<file path="config.mk">
export PLATFORM = sky130hd
export DESIGN_NAME = line_clear
export DESIGN_NICKNAME = d
export VERILOG_FILES = /design/src/rtl/line_clear.sv
export SDC_FILE = /design/constraint.sdc
export NUM_CORES = 1
export LEC_CHECK = 0
export CORE_UTILIZATION = 50
export DETAILED_ROUTE_END_ITERATION = 10
export PLACE_DENSITY_LB_ADDON = 0.1
export RECOVER_POWER = 25
export SYNTH_ARGS = -nofsm -noshare
export SYNTH_HDL_FRONTEND = slang
export SYNTH_SLANG_ARGS = --single-unit
</file>
<file path="constraint.sdc">
create_clock -name clk -period 5.6 [get_ports clk]
set_clock_uncertainty 0.05 [all_clocks]
set_input_delay 1.12 -clock clk [delete_from_list [all_inputs] [get_ports clk]]
set_output_delay 1.12 -clock clk [all_outputs]
set_load 0.02 [all_outputs]
</file>
<file path="src/rtl/line_clear.sv">
// Playfield line-clear engine: scans rows bottom-up, squeezes out full rows and zero-fills the top.
// Optional scoring is enabled with LINE_CLEAR_SCORE_EN.
module line_clear #(
    parameter int ROWS = 20,
    parameter int COLS = 10,
    parameter int CW   = 3
) (
    input  logic                 clk,
    input  logic                 n_rst,
    input  logic                 start,
    output logic [4:0]           rd_addr,
    input  logic [COLS*CW-1:0]   rd_data,
    output logic                 wr_en,
    output logic [4:0]           wr_addr,
    output logic [COLS*CW-1:0]   wr_data,
    output logic                 busy,
    output logic                 done,
    output logic [4:0]           lines,
    output logic [15:0]          score
);

    localparam logic [4:0] LAST_ROW = 5'(ROWS - 1);

    typedef enum logic [2:0] {
        S_IDLE,
        S_READ,
        S_EVAL,
        S_FILL,
        S_DONE
    } state_t;

    state_t              state_q;
    logic [4:0]          rp_q;
    logic [4:0]          wp_q;
    logic [4:0]          cnt_q;
    logic [4:0]          fill_q;
    logic [4:0]          rd_addr_q;
    logic                wr_en_q;
    logic [4:0]          wr_addr_q;
    logic [COLS*CW-1:0]  wr_data_q;
    logic                busy_q;
    logic                done_q;
    logic [4:0]          lines_q;
    logic                row_full;

    always_comb begin
        row_full = 1'b1;
        for (int c = 0; c < COLS; c++) begin
            if (rd_data[c*CW +: CW] == '0) row_full = 1'b0;
        end
    end

`ifdef LINE_CLEAR_SCORE_EN
    logic [15:0] score_q;
    logic [15:0] score_d;
    logic [15:0] pts;
    logic [16:0] sum;

    always_comb begin
        case (cnt_q)
            5'd0:    pts = 16'd0;
            5'd1:    pts = 16'd40;
            5'd2:    pts = 16'd100;
            5'd3:    pts = 16'd300;
            default: pts = 16'd1200;
        endcase
        sum     = {1'b0, score_q} + {1'b0, pts};
        score_d = sum[16] ? 16'hFFFF : sum[15:0];
    end

    always_ff @(posedge clk) begin
        if (!n_rst) begin
            score_q <= '0;
        end else if (state_q == S_DONE) begin
            score_q <= score_d;
        end
    end

    assign score = score_q;
`else
    assign score = 16'd0;
`endif

    always_ff @(posedge clk) begin
        if (!n_rst) begin
            state_q   <= S_IDLE;
            rp_q      <= '0;
            wp_q      <= '0;
            cnt_q     <= '0;
            fill_q    <= '0;
            rd_addr_q <= '0;
            wr_en_q   <= 1'b0;
            wr_addr_q <= '0;
            wr_data_q <= '0;
            busy_q    <= 1'b0;
            done_q    <= 1'b0;
            lines_q   <= '0;
        end else begin
            wr_en_q <= 1'b0;
            done_q  <= 1'b0;
            case (state_q)
                S_IDLE: begin
                    if (start) begin
                        rp_q      <= LAST_ROW;
                        wp_q      <= LAST_ROW;
                        cnt_q     <= '0;
                        fill_q    <= '0;
                        rd_addr_q <= LAST_ROW;
                        busy_q    <= 1'b1;
                        state_q   <= S_READ;
                    end
                end
                // rd_addr already holds rp here; the grid registers the row this cycle.
                S_READ: begin
                    state_q <= S_EVAL;
                end
                S_EVAL: begin
                    if (row_full) begin
                        cnt_q <= cnt_q + 5'd1;
                    end else begin
                        if (wp_q != rp_q) begin
                            wr_en_q   <= 1'b1;
                            wr_addr_q <= wp_q;
                            wr_data_q <= rd_data;
                        end
                        wp_q <= wp_q - 5'd1;
                    end
                    if (rp_q == 5'd0) begin
                        state_q <= S_FILL;
                    end else begin
                        rp_q      <= rp_q - 5'd1;
                        rd_addr_q <= rp_q - 5'd1;
                        state_q   <= S_READ;
                    end
                end
                S_FILL: begin
                    if (cnt_q > fill_q) begin
                        wr_en_q   <= 1'b1;
                        wr_addr_q <= wp_q;
                        wr_data_q <= '0;
                        wp_q      <= wp_q - 5'd1;
                        fill_q    <= fill_q + 5'd1;
                    end else begin
                        state_q <= S_DONE;
                    end
                end
                S_DONE: begin
                    done_q  <= 1'b1;
                    lines_q <= cnt_q;
                    busy_q  <= 1'b0;
                    state_q <= S_IDLE;
                end
                default: state_q <= S_IDLE;
            endcase
        end
    end

    assign rd_addr = rd_addr_q;
    assign wr_en   = wr_en_q;
    assign wr_addr = wr_addr_q;
    assign wr_data = wr_data_q;
    assign busy    = busy_q;
    assign done    = done_q;
    assign lines   = lines_q;

endmodule

</file>
==> run metrics <==
Data required, critical path 5820 ps; Layout fillers 495; CTS Root Buffer Type clkbuf_8; simple-gate share of the synthesized area 0.234; first-pass GRT wire length 11.0 mm; Yosys top cell area share 0.435; Final nets 478; Port-buffer cells 80; Synth Area in XOR/XNOR 0.0404; MaxCap Viol Count 0; dominant synthesized flop cell dfxtp_1; DRC violations left 0; Worst-Margin Slew 643 ps; Layout area overhead 30.4%; dpl cells 499; Post-Syn Instances 362; largest net degree at the start of global routing 72; Via Count 2673; top cells by area, synth dfxtp_1 44%, nand3_1 6.8%, nand2_1 5.4%; register area share after synthesis 0.435; fin crit share 0.583; slowest CP cell clkinv_1; Starting Density 0.516; Worst slew margin 0.571; Seq. cell area 0.00132 mm^2; Die Y 79.9 um; Hold Fails Final Rpt 0; RSZ-0062 raised after global routing no; H-tree levels 3; Synth warnings 0; CTS Sinks 66; number of synthesized flops with an enable pin 0; Worst path max stage delay 610 ps; mux contribution to synthesized area 0.0231; number of CTS-inserted buffers 9; f_max 306 MHz; largest family of logic cells by synthesized area simple AND/OR/NAND/NOR gates; Worst EP arrival 3490 ps; CP Max Fanout 45; ANT nets after route 0; layout cells sized above 1 0.0545; crit-path cells dlygate4sd3_1 > buf_4 > clkinv_1 > a21oi_2 > buf_4 > nand2_1 > o21ai_1; asr flop ratio synth 0; worst skew pair latency 330 ps; cts hold-fix bufs 0; final slew viol count 0; setup violators final 0; Overall Power 0.00115 W; post-DP HPWL 4.94 mm; CP Capture Type register; row cnt 28; antenna violations before repair 0; CTS tree yes; routed len/inst 13.5 um; post-cts sizing count 0; Distinct cells, synth 40; fin crit period 3270 ps; pwr/cell area 291 mW/mm^2; GRT Total Usage 0.226; routed vias/inst 5.19; WS Path Type in2reg; Die Width 79.9 um; ANT cells 0; flops & latches, synth 66; GPL Wtd Cong 0.773; status completed; CP dominant cell by count buf_4; Iteration-0 DRC Markers 122; Pleak 1.56 nW; core area 0.00589 mm^2; hold slack 401 ps; mean post-synth cell area 8.39 um^2; Worst setup SP type input pin; Buf/Inv on CP 4; Top delay family on crit path buffers and inverters; IO Pins 97; Setup Fix Bufs, Post-CTS 0; Synth Area in Compound Gates 0.130; Adder-Cell Fraction of Synth Area 0.0412; Cell Area, Synth 0.00304 mm^2; drt pass-1 iters 5; Max VDD drop 161 uV; number of global-route vias before repair 2457; Multi-input gate area 0.00150 mm^2; setup_tns 0 ps; total gr overflow 0; Hold/Removal Path Class reg2reg; area leader, netlist dfxtp_1; most frequent cells after synthesis 66 x dfxtp_1, 44 x nand2_1, 41 x nand3_1, 33 x o21ai_1, 22 x nor2_1; area of the die 0.00639 mm^2; WL final 6.94 mm; non-filler cells in the finished layout 515; cell with the most instances after synthesis dfxtp_1; clock slew at reported path FFs 70 ps; maximum clock path buffer count 2
==> cells in the final DEF (no fill, tap or decap), types with 7 or more instances in the layout <==
cell / Yosys / final
inv_1: 11 / 11
clkdlybuf4s50_1: 0 / 55
nor3_1: 16 / 16
o21ai_1: 33 / 33
a21oi_1: 13 / 12
ha_1: 10 / 10
mux2i_1: 7 / 7
clkbuf_8: 0 / 9
conb_1: 1 / 16
nand2_1: 44 / 44
xor2_1: 12 / 12
dfxtp_1: 66 / 66
nor2_1: 22 / 22
o21ai_0: 11 / 11
nand3_1: 41 / 41
dlygate4sd3_1: 0 / 25
==> power by group <==
part	internal, W	switching [W]	leakage, nW	total, W
logic	0.000103	0.000145	0.932	0.000248
registers	0.000503	0.0000271	0.537	0.000530
clock network	0.000205	0.000171	0.0914	0.000376
==> kinds of logic (layout without fill, tap and decap cells) <==
family,count (synthesis),after routing
muxes,7,7
xor gates and xnor gates,14,14
adders and majority gates,10,10
and+or+nand+nor,147,147
DFF,66,66
other,1,16
AOI/OAI and AO/OA,69,69
buffers and inverters,48,111
==> state kept, by name, indices dropped and copies added, names as in the netlist <==
signal and cells:
done 1, cnt_q 5, wr_addr 5, wp_q 5
wr_en 1, lines 5, state_q 3, wr_data 30
fill_q 5, busy 1, rd_addr 5
==> worst min-delay path, stage by stage, from the launching register on <==
cell	delay, ps
dfxtp_1	310
nand3_1	50
o21ai_1	50
==> stage by stage <==
| step | setup slack, ps | util | area, um^2 |
|---|---|---|---|
| after global routing | 2120 | 0.672 | 3960 |
| final | 2330 | 0.672 | 3960 |
| after global placement | 2090 | 0.642 | 3780 |
| after detailed placement | 2070 | 0.642 | 3780 |
| after CTS | 2440 | 0.672 | 3960 |
| after floorplan | 3220 | - | 3090 |
==> per-layer routing <==
| metal | global-route usage | routed length (um) |
|---|---|---|
| met5 | 0 | 0 |
| met2 | 0.391 | 3370 |
| met1 | 0.259 | 3050 |
| met3 | 0.0560 | 371 |
| met4 | 0.107 | 154 |
==> final cells by class <==
type	instances	area share
multi-input cells	263	0.378
flip-flops and latches	66	0.334
repair buffers	83	0.208
clock buffers	13	0.0351
well taps	75	0.0237
inverters	12	0.0114
clock inverters	3	0.0101
==> worst paths after layout <==
| kind | startpoint | end | slack (ps) | depth (start not counted) |
|---|---|---|---|---|
| max reg2reg | state_q[1] | wr_addr[0] | 3070 | 6 |
| min | wr_addr[3] | wr_addr[3] | 400 | 2 |
| min reg2reg | wr_addr[3] | wr_addr[3] | 400 | 2 |
| max | n_rst | wr_data[22] | 2330 | 7 |
Note: power is estimated with default switching activity, not from simulation.
